`src/rtl/up_pack_pkg.sv`:
```
// up_pack_pkg: shared types and helpers for the narrow-write to 64-bit phrase packer.
//   - beat size codes (byte / word / long)
//   - align_off / lane_mask: size alignment and byte-lane enable generation
//   - phrase_t: one 64-bit phrase with byte enables and phrase address
//   - flush_st_e: state of the deferred-flush tracker
package up_pack_pkg;

    localparam logic [1:0] SIZ_BYTE = 2'd0;
    localparam logic [1:0] SIZ_WORD = 2'd1;
    localparam logic [1:0] SIZ_LONG = 2'd2;

    // Widest phrase address carried in phrase_t; the top uses the low ADDR_W bits.
    localparam int unsigned PADDR_MAX_W = 32;

    typedef struct packed {
        logic [63:0]            data;
        logic [7:0]             be;
        logic [PADDR_MAX_W-1:0] paddr;
    } phrase_t;

    // FlushPend: a flush is owed on the accumulator but could not be taken yet.
    typedef enum logic [0:0] {
        FlushNone,
        FlushPend
    } flush_st_e;

    // Force the offset to the natural alignment of the beat size.
    function automatic logic [2:0] align_off(input logic [1:0] siz, input logic [2:0] off);
        logic [2:0] res;
        case (siz)
            SIZ_BYTE: res = off;
            SIZ_WORD: res = off & 3'b110;
            default:  res = off & 3'b100;  // codes 2 and 3 are both long
        endcase
        return res;
    endfunction

    function automatic logic [7:0] lane_mask(input logic [1:0] siz, input logic [2:0] off);
        logic [7:0] base;
        case (siz)
            SIZ_BYTE: base = 8'h01;
            SIZ_WORD: base = 8'h03;
            default:  base = 8'h0F;
        endcase
        return base << align_off(siz, off);
    endfunction

endpackage

```
`src/rtl/up_lane_place.sv`:
```
// up_lane_place: combinational placement of one narrow write beat into phrase lanes.
//   in_data_i     [31:0] LSB-aligned write data
//   in_siz_i      [1:0]  beat size code
//   in_off_i      [2:0]  byte offset within the phrase (aligned internally)
//   placed_data_o [63:0] data shifted into its lanes; lanes outside the beat are zero
//   lanes_o       [7:0]  byte-lane enables of the beat
module up_lane_place
    import up_pack_pkg::*;
(
    input  logic [31:0] in_data_i,
    input  logic [1:0]  in_siz_i,
    input  logic [2:0]  in_off_i,
    output logic [63:0] placed_data_o,
    output logic [7:0]  lanes_o
);

    logic [2:0]  off_aligned;
    logic [31:0] data_sized;

    always_comb begin
        off_aligned = align_off(in_siz_i, in_off_i);
        lanes_o     = lane_mask(in_siz_i, in_off_i);

        // Drop bytes above the beat size so unused lanes of the phrase stay zero.
        unique case (in_siz_i)
            SIZ_BYTE: data_sized = {24'h0, in_data_i[7:0]};
            SIZ_WORD: data_sized = {16'h0, in_data_i[15:0]};
            default:  data_sized = in_data_i;
        endcase

        placed_data_o = {32'h0, data_sized} << {off_aligned, 3'b000};
    end

endmodule

```
`src/rtl/up_pack.sv`:
```
// up_pack: gathers narrow writes (byte/word/long) into 64-bit phrases with byte enables.
//   sys_clk_i, reset_i      clock and synchronous active-high reset
//   in_valid_i/in_ready_o   narrow beat handshake
//   in_data_i, in_siz_i,    beat data, size, byte offset, phrase address
//   in_off_i, in_paddr_i
//   in_last_i               close the phrase holding this beat after merging
//   flush_i                 emit the partial phrase without a beat
//   out_valid_o/out_ready_i phrase handshake
//   out_data_o, out_be_o,   phrase data (disabled lanes zero), lane enables, address
//   out_paddr_o
//   busy_o                  accumulator holds at least one lane
module up_pack
    import up_pack_pkg::*;
#(
    parameter int unsigned ADDR_W     = 21,
    parameter int unsigned IDLE_FLUSH = 0
) (
    input  logic              sys_clk_i,
    input  logic              reset_i,

    input  logic              in_valid_i,
    output logic              in_ready_o,
    input  logic [31:0]       in_data_i,
    input  logic [1:0]        in_siz_i,
    input  logic [2:0]        in_off_i,
    input  logic [ADDR_W-1:0] in_paddr_i,
    input  logic              in_last_i,
    input  logic              flush_i,

    output logic              out_valid_o,
    input  logic              out_ready_i,
    output logic [63:0]       out_data_o,
    output logic [7:0]        out_be_o,
    output logic [ADDR_W-1:0] out_paddr_o,
    output logic              busy_o
);

    // Counter only needs to reach IDLE_FLUSH-1; the flush fires on the cycle that would hit it.
    localparam int unsigned CntW = (IDLE_FLUSH > 1) ? $clog2(IDLE_FLUSH) : 1;

    phrase_t   acc_q, acc_d;
    phrase_t   out_q, out_d;
    logic      out_valid_q, out_valid_d;
    flush_st_e flush_st_q, flush_st_d;
    logic [CntW-1:0] idle_cnt_q, idle_cnt_d;

    logic [63:0] placed_data;
    logic [7:0]  lanes;

    logic                   acc_busy;
    logic                   accept;
    logic                   conflict;
    logic                   idle_hit;
    logic                   flush_req;
    logic                   beat_last;
    logic                   emit;
    logic [PADDR_MAX_W-1:0] beat_paddr;
    phrase_t                merged;
    phrase_t                beat_alone;

    up_lane_place u_lane_place (
        .in_data_i    (in_data_i),
        .in_siz_i     (in_siz_i),
        .in_off_i     (in_off_i),
        .placed_data_o(placed_data),
        .lanes_o      (lanes)
    );

    always_comb begin
        acc_busy   = (acc_q.be != 8'h00);
        in_ready_o = !out_valid_q || out_ready_i;
        accept     = in_valid_i && in_ready_o;
        beat_paddr = PADDR_MAX_W'(in_paddr_i);

        conflict = acc_busy && ((acc_q.paddr != beat_paddr) || ((lanes & acc_q.be) != 8'h00));

        // Beat lanes overwrite the accumulator; empty accumulator lanes are already zero.
        merged.be    = acc_q.be | lanes;
        merged.paddr = beat_paddr;
        merged.data  = acc_q.data;
        for (int n = 0; n < 8; n++) begin
            if (lanes[n]) begin
                merged.data[8*n +: 8] = placed_data[8*n +: 8];
            end
        end

        beat_alone.data  = placed_data;
        beat_alone.be    = lanes;
        beat_alone.paddr = beat_paddr;

        idle_hit = (IDLE_FLUSH != 0) && acc_busy && !accept &&
                   (idle_cnt_q == CntW'(IDLE_FLUSH - 1));

        flush_req = flush_i || (flush_st_q == FlushPend) || idle_hit;
        // A flush owed on the accumulator closes a beat that merges into it.
        beat_last = in_last_i || flush_req;

        acc_d       = acc_q;
        out_d       = out_q;
        out_valid_d = out_valid_q && !out_ready_i;
        flush_st_d  = flush_st_q;
        emit        = 1'b0;

        if (accept) begin
            if (conflict) begin
                out_d      = acc_q;
                emit       = 1'b1;
                acc_d      = beat_alone;
                // The closing beat had to start a new phrase; emit it on the next cycle.
                flush_st_d = beat_last ? FlushPend : FlushNone;
            end else if ((merged.be == 8'hFF) || beat_last) begin
                out_d      = merged;
                emit       = 1'b1;
                acc_d      = '0;
                flush_st_d = FlushNone;
            end else begin
                acc_d      = merged;
                flush_st_d = FlushNone;
            end
        end else if (flush_req && acc_busy) begin
            if (in_ready_o) begin
                out_d      = acc_q;
                emit       = 1'b1;
                acc_d      = '0;
                flush_st_d = FlushNone;
            end else begin
                flush_st_d = FlushPend;
            end
        end else if (!acc_busy) begin
            flush_st_d = FlushNone;
        end

        if (emit) begin
            out_valid_d = 1'b1;
        end

        idle_cnt_d = idle_cnt_q;
        if (accept || emit) begin
            idle_cnt_d = '0;
        end else if ((IDLE_FLUSH != 0) && acc_busy && !idle_hit) begin
            idle_cnt_d = idle_cnt_q + 1'b1;
        end
    end

    always_ff @(posedge sys_clk_i) begin
        if (reset_i) begin
            acc_q       <= '0;
            out_q       <= '0;
            out_valid_q <= 1'b0;
            flush_st_q  <= FlushNone;
            idle_cnt_q  <= '0;
        end else begin
            acc_q       <= acc_d;
            out_q       <= out_d;
            out_valid_q <= out_valid_d;
            flush_st_q  <= flush_st_d;
            idle_cnt_q  <= idle_cnt_d;
        end
    end

    assign out_valid_o = out_valid_q;
    assign out_data_o  = out_q.data;
    assign out_be_o    = out_q.be;
    assign out_paddr_o = out_q.paddr[ADDR_W-1:0];
    assign busy_o      = acc_busy;

    // Address bits above ADDR_W are always zero and never leave the block.
    if (ADDR_W < PADDR_MAX_W) begin : g_paddr_hi
        logic unused_paddr_hi;
        assign unused_paddr_hi = ^out_q.paddr[PADDR_MAX_W-1:ADDR_W];
    end

endmodule
```
`config.mk`:
```
export PLATFORM = sky130hd
export DESIGN_NAME = up_pack
export DESIGN_NICKNAME = d
export VERILOG_FILES = /design/src/rtl/up_pack_pkg.sv /design/src/rtl/up_lane_place.sv /design/src/rtl/up_pack.sv
export SDC_FILE = /design/constraint.sdc
export NUM_CORES = 1
export LEC_CHECK = 0
export BUFFER_PORTS_ARGS = -buffer_cell sky130_fd_sc_hd__buf_4
export CAP_MARGIN = 20
export CORE_AREA = 2 2 164 166
export CTS_CLUSTER_DIAMETER = 80
export DETAILED_ROUTE_END_ITERATION = 8
export DIE_AREA = 0 0 166 168
export GPL_ROUTABILITY_DRIVEN = 0
export HOLD_SLACK_MARGIN = 0.06
export PLACE_DENSITY = 0.6
export SETUP_SLACK_MARGIN = 0.02
export SYNTH_ARGS = -nofsm -noshare
export SYNTH_HDL_FRONTEND = slang
export SYNTH_SLANG_ARGS = --single-unit
```
`constraint.sdc`:
```
create_clock -name sys_clk_i -period 2.8 [get_ports sys_clk_i]
set_input_delay 0.42 -clock sys_clk_i [delete_from_list [all_inputs] [get_ports sys_clk_i]]
set_output_delay 0.42 -clock sys_clk_i [all_outputs]
set_load 0.005 [all_outputs]
```
==> results.yml, run 1 <==
run_status:
  status: "complete, no violations"
clocking:
  cts_max_level: 4
  clkTransAtPathRegs_ns: 0.07
  numCtsBuffers: 17
  cts_resized: 0
  cts-root-buf: "clkbuf_16"
  postCtsSetupBuffers: 0
  cts_tree: "done"
  cts.sinks: 188
  insertion_delay_ns: 0.44
  cts_hold_buf: 0
  clockBufferDepth: 2
sta:
  hold_viol_final: 0
  slew_headroom_pct: 39.83
  finalSetupViolCount: 0
  fin_skew_ns: 0.01259
  finalCriticalPeriod_ns: 2.513
  finalMaxSlewViolations: 0
  worst_slew_pin_slew_ns: 0.9016
  fin_crit_sh_pct: 89.74
  fin_ws_ns: 0.2873
  max_freq_mhz: 398.0
  rsz0062_at_grt: "false"
  setup_tns_ns: 0
finish:
  utilization_pct: 41.82
  fin_nets: 1040
  syn_to_final_growth_pct: 30.44
  design_area_um2: 11020
  antenna_cells: 0
  multi_input_area_um2: 4350
  drive_above_1_share_pct: 29.73
  stdcell_count: 1330
  final-seq-area_um2: 3764
  fillers: 2556
setup_path:
  r2r-start: "acc_q[4]"
  worstPathCellList: "xnor2_1 -> nand4_1 -> a211o_1 -> o31ai_4 -> buf_4 -> and3_1 -> buf_12 -> mux2i_1 -> o2bb2ai_1"
  required_ns: 3.13
  critPathTopFamily: "compound AO/OA/AOI/OAI gates"
  max_stage_delay_ns: 0.39
  cp_num_buf_inv: 2
  end_kind: "flop"
  r2r_setup_slack_ns: 0.29
  startpoint: "acc_q[4]"
  startpoint_type: "flop"
  cp_max_fo: 8
  crit_slowest_cell: "o31ai_4"
  critPathKind: "reg -> reg"
  crit_arrival_ns: 2.84
place:
  post_dp_cell_area_um2: 10400
  portBuffers: 159
  hpwlAfterDp_um: 18040
  place_ws_ns: 0.1109
  numPlacedInstances: 1297
synthesis:
  yosys_warnings: 0
  synth-main-ff-cell: "dfxtp_1"
  netlist_area_um2: 8448
  synth_nets: 873
  yosys.cell_types.count: 56
  netlist_instances: 809
  yosysSeqAreaShare_pct: 44.55
  synth_edf_count: 0
  avgSynthCellArea_um2: 10.44
  ys_ff_latch: 188
  async_flop_share_pct: 0
hold_path:
  hold_path.class: "in -> reg"
  holdCritStartpoint: "in_paddr_i[1]"
detailed_routing:
  ant_nets: 0
  first_iter_violations: 510
  wire_per_inst_um: 19.21
  num_vias: 7158
  routed_wl_um: 25550
  drcViolationCount: 0
  viasPerCell: 5.382
  firstDrtPassIters: 6
floorplanning:
  core-area_um2: 26350
  die-width_um: 166
  io_pins: 160
  die_h_um: 168
  start_util_pct: 32.06
  num_rows: 60
  die-area_um2: 27890
power_and_ir_drop:
  power.static_leakage_nw: 4.229
  p_sw_mw: 2.246
  p_comb_share_pct: 23.4
  p_seq_share_pct: 41.5
  clkPwrFrac_pct: 35.1
  internal_power_mw: 4.888
  p_per_area_nw_per_um2: 647.4
  switching_share_pct: 31.48
  max-vdd-ir-drop_mv: 0.3472
global_route:
  grt_max_degree: 42
  grt_pass1_vias: 7029
  grt.total_usage_pct: 18.14
  grt_pass1_wl_um: 40310
  antenna_found_initial: 0
  grt.overflow.total: 0
flow_run:
  cap_violations: 0
## power by group through the flow
stage                     registers, mW  clock network [mW]  logic [mW]
final                              2.96                2.50        1.67
after floorplan                    3.00                   0       0.917
after global routing               2.99                2.67        1.81
after global placement             3.02                   0        1.67
after CTS                          2.96                2.55        1.68
after detailed placement           3.02                   0        1.67
## cells in the mapped netlist, drive strengths merged, types with 4 or more instances
master / instances / area (µm²)
nand3: 53 / 265.3
o221a: 4 / 45.04
a211oi: 19 / 147.6
a31oi: 22 / 137.6
a21oi: 10 / 50.05
xor2: 15 / 131.4
a22oi: 18 / 135.1
nor3: 16 / 118.9
dfxtp: 188 / 3764
nand2: 50 / 200.2
xnor2: 6 / 52.55
a22o: 46 / 402.9
mux2i: 68 / 680.7
o2bb2ai: 81 / 797.0
inv: 5 / 18.77
nor2: 34 / 137.6
a32o: 32 / 320.3
nor2b: 6 / 37.54
nor4: 8 / 50.05
o41ai: 10 / 245.2
and3: 7 / 43.79
buf: 32 / 215.2
o21ai: 16 / 80.08
clkbuf: 35 / 135.1
## final cells by class
class                      count  area share, %
sequential                   188          34.15
timing repair buffer         215          16.80
clock buffer                  18          3.985
clock inverter                14          1.533
inverter                       5         0.1703
tap                          341          3.872
multi-input combinational    549          39.48
## flip-flops by register name, summed over array words and instances (netlist names)
name	cells
out_data_o	64
out_valid_o	1
flush_st_q	1
acc_q	93
out_paddr_o	21
out_be_o	8
## final timing paths
| kind | depth (start not counted) | to |
|---|---|---|
| max | 9 | out_data_o[10] |
| min | 2 | acc_q[1] |
| max reg2reg | 9 | out_data_o[10] |
| min reg2reg | 1 | acc_q[88] |
## through the flow
step | power [mW] | hold slack (ns)
finish | 7.134 | 0.2307
floorplan | 3.919 | 0.4317
CTS | 7.192 | 0.2199
global placement | 4.688 | 0.4433
detailed placement | 4.698 | 0.4455
global route | 7.465 | 0.2154
## cells in the final DEF, fill, tap and decap left out, types with 8 or more instances in the layout
cell and instances:
a211oi_1 18, a21oi_1 9, a22o_1 46, a22oi_1 18, a31oi_1 22, a32o_1 32
buf_12 19, buf_4 196, clkbuf_16 17, dfxtp_1 188, mux2i_1 68, nand2_1 46
nand3_1 53, nor2_1 31, nor3_1 12, nor4_1 8, o21ai_0 12, o2bb2ai_1 67
o2bb2ai_2 14, o41ai_4 9, xor2_1 15
## cell families (layout without fill, tap and decap cells)
kind of cell,count (synthesis),count (layout),share of synthesized area [%]
AO/OA/AOI/OAI,271,271,29.61
XOR/XNOR,21,21,2.177
buffers and inverters,72,252,4.369
flip-flops,188,188,44.55
multiplexers,68,68,8.057
AND/OR/NAND/NOR,189,189,11.24
## metal layers
metal	global-route usage [%]	vias up	routed length, µm
met5	0	-	0
met4	6.465	0	660
met1	25.10	3424	11890
met3	3.597	37	1218
li1	-	3488	-
met2	28.16	209	11780
Note: power is estimated with default switching activity, not from simulation.
==> run 2, diff against run 1 <==
--- a/config.mk
+++ b/config.mk
@@ -8,11 +8,12 @@
 export BUFFER_PORTS_ARGS = -buffer_cell sky130_fd_sc_hd__buf_4
 export CAP_MARGIN = 20
 export CORE_AREA = 2 2 164 166
-export CTS_CLUSTER_DIAMETER = 80
+export CTS_CLUSTER_DIAMETER = 120
 export DETAILED_ROUTE_END_ITERATION = 8
 export DIE_AREA = 0 0 166 168
 export GPL_ROUTABILITY_DRIVEN = 0
 export HOLD_SLACK_MARGIN = 0.06
+export MAX_ROUTING_LAYER = met4
 export PLACE_DENSITY = 0.6
 export SETUP_SLACK_MARGIN = 0.02
 export SYNTH_ARGS = -nofsm -noshare
==> run 2 against run 1 <==
Against the previous run:
- die area unchanged
- count of clock-buffer cells in the layout did not move
- non-clock buffer count stayed put
- flip-flop and latch count unchanged
- highest routed layer unchanged
==> results.yml, run 2 (synthesized netlist as in run 1, its figures left out) <==
sta:
  slew_headroom_pct: 38.63
  setup_tns_ns: 0
  finalCriticalPeriod_ns: 2.500
  fin_skew_ns: 0.01445
  max_freq_mhz: 400.1
  fin_hold_ws_ns: 0.2293
  fin_ws_ns: 0.3005
  finalMaxSlewViolations: 0
  rsz0062_at_grt: "false"
  hold_viol_final: 0
  fin_crit_sh_pct: 89.27
  worst_slew_pin_slew_ns: 0.9196
  finalSetupViolCount: 0
place:
  portBuffers: 159
  place_ws_ns: 0.1109
  numPlacedInstances: 1297
  post_dp_cell_area_um2: 10400
  hpwlAfterDp_um: 18040
setup_path:
  crit_arrival_ns: 2.82
  startpoint_type: "flop"
  worstRegToRegCells: 9
  r2r-end: "out_data_o[10]"
  startpoint: "acc_q[4]"
  required_ns: 3.13
  critPathKind: "reg -> reg"
  cp_max_fo: 8
  end_kind: "flop"
  r2r_setup_slack_ns: 0.30
  r2r-start: "acc_q[4]"
global_route:
  grt_pass1_vias: 7023
  grt.overflow.total: 0
  grt.total_usage_pct: 18.67
  grt_max_degree: 42
  grt_pass1_wl_um: 40330
  antenna_found_initial: 0
detailed_routing:
  routed_wl_um: 25530
  ant_nets: 0
  firstDrtPassIters: 6
  first_iter_violations: 463
  viasPerCell: 5.356
  num_vias: 7124
  wire_per_inst_um: 19.19
  drcViolationCount: 0
power_and_ir_drop:
  p_comb_share_pct: 23.5
  clkPwrFrac_pct: 35.0
  power.static_leakage_nw: 4.229
  p_seq_share_pct: 41.5
  max-vdd-ir-drop_mv: 0.3508
  switching_share_pct: 31.44
  internal_power_mw: 4.888
  p_per_area_nw_per_um2: 647.0
  p_sw_mw: 2.241
finish:
  fin_nets: 1040
  final_common_cell: "buf_4"
  design_area_um2: 11020
  top_register: "acc_q"
  stdcell_count: 1330
  antenna_cells: 0
  drive_above_1_share_pct: 29.73
  layout_common_cells: "196 x buf_4, 188 x dfxtp_1, 68 x mux2i_1, 67 x o2bb2ai_1, 53 x nand3_1"
  syn_to_final_growth_pct: 30.44
  largest_reg_flops: 93
floorplanning:
  core-area_um2: 26350
  start_util_pct: 32.06
  io_pins: 160
  die_h_um: 168
  die-area_um2: 27890
  die-width_um: 166
  num_rows: 60
clocking:
  insertion_delay_ns: 0.44
  cts_max_level: 4
  cts_resized: 0
  cts_hold_buf: 0
  postCtsSetupBuffers: 0
  cts.sinks: 188
  cts_tree: "done"
  clockBufferDepth: 2
  clkTransAtPathRegs_ns: 0.08
  cts-root-buf: "clkbuf_16"
  numCtsBuffers: 17
hold_path:
  hold_path_depth: 2
  holdCritStartpoint: "in_paddr_i[1]"
  min_to: "acc_q[1]"
  hold_path.class: "in -> reg"
run_status:
  status: "complete, no violations"
flow_run:
  cap_violations: 0
run 2: cell counts in the layout (fill, tap and decap cells not counted):
No cell type changed its count.
run 2: layout make-up:
cell class,count,area (µm²)
fillers,2556,15330
multi-input cells,549,4350
flip-flops and latches,188,3764
repair buffers,215,1852
clock buffers,18,439.2
well taps,341,426.7
clock inverters,14,168.9
inverters,5,18.77
run 2: worst max path at each step:
stage | to | slack (ns) | depth (start not counted)
floorplan | out_data_o[53] | 0.29 | 9
global placement | out_data_o[12] | 0.08 | 10
detailed placement | acc_q[89] | 0.11 | 8
CTS | acc_q[89] | 0.30 | 7
global route | out_data_o[10] | 0.09 | 9
finish | out_data_o[10] | 0.30 | 9
run 2: layer usage:
layer  GRT usage [%]  vias up  part of all wire [%]
li1                -     3494                     -
met1           25.13     3414                    47
met2           28.09      183                    46
met3           3.644       33                   4.3
met4           6.389        0                   2.3
met5               -        -                     0
run 2: stage by stage:
| stage | util [%] | power, mW |
|---|---|---|
| after CTS | 41.79 | 7.192 |
| after detailed placement | 39.48 | 4.698 |
| after global routing | 41.82 | 7.466 |
| after global placement | 39.48 | 4.688 |
| after floorplan | - | 3.919 |
| final | 41.82 | 7.129 |
run 2: power by group through the flow:
stage               clock network [mW]  logic, mW  registers (mW)
finish                            2.50       1.67            2.96
detailed placement                   0       1.67            3.02
CTS                               2.55       1.68            2.96
floorplan                            0      0.917            3.00
global placement                     0       1.67            3.02
global route                      2.67       1.81            2.99
run 2: worst max-delay path: stages, from the launching register on:
cell,delay (ns)
dfxtp_1,0.34
xnor2_1,0.25
nand4_1,0.13
a211o_1,0.34
o31ai_4,0.39
buf_4,0.22
and3_1,0.25
buf_12,0.16
mux2i_1,0.23
o2bb2ai_1,0.08
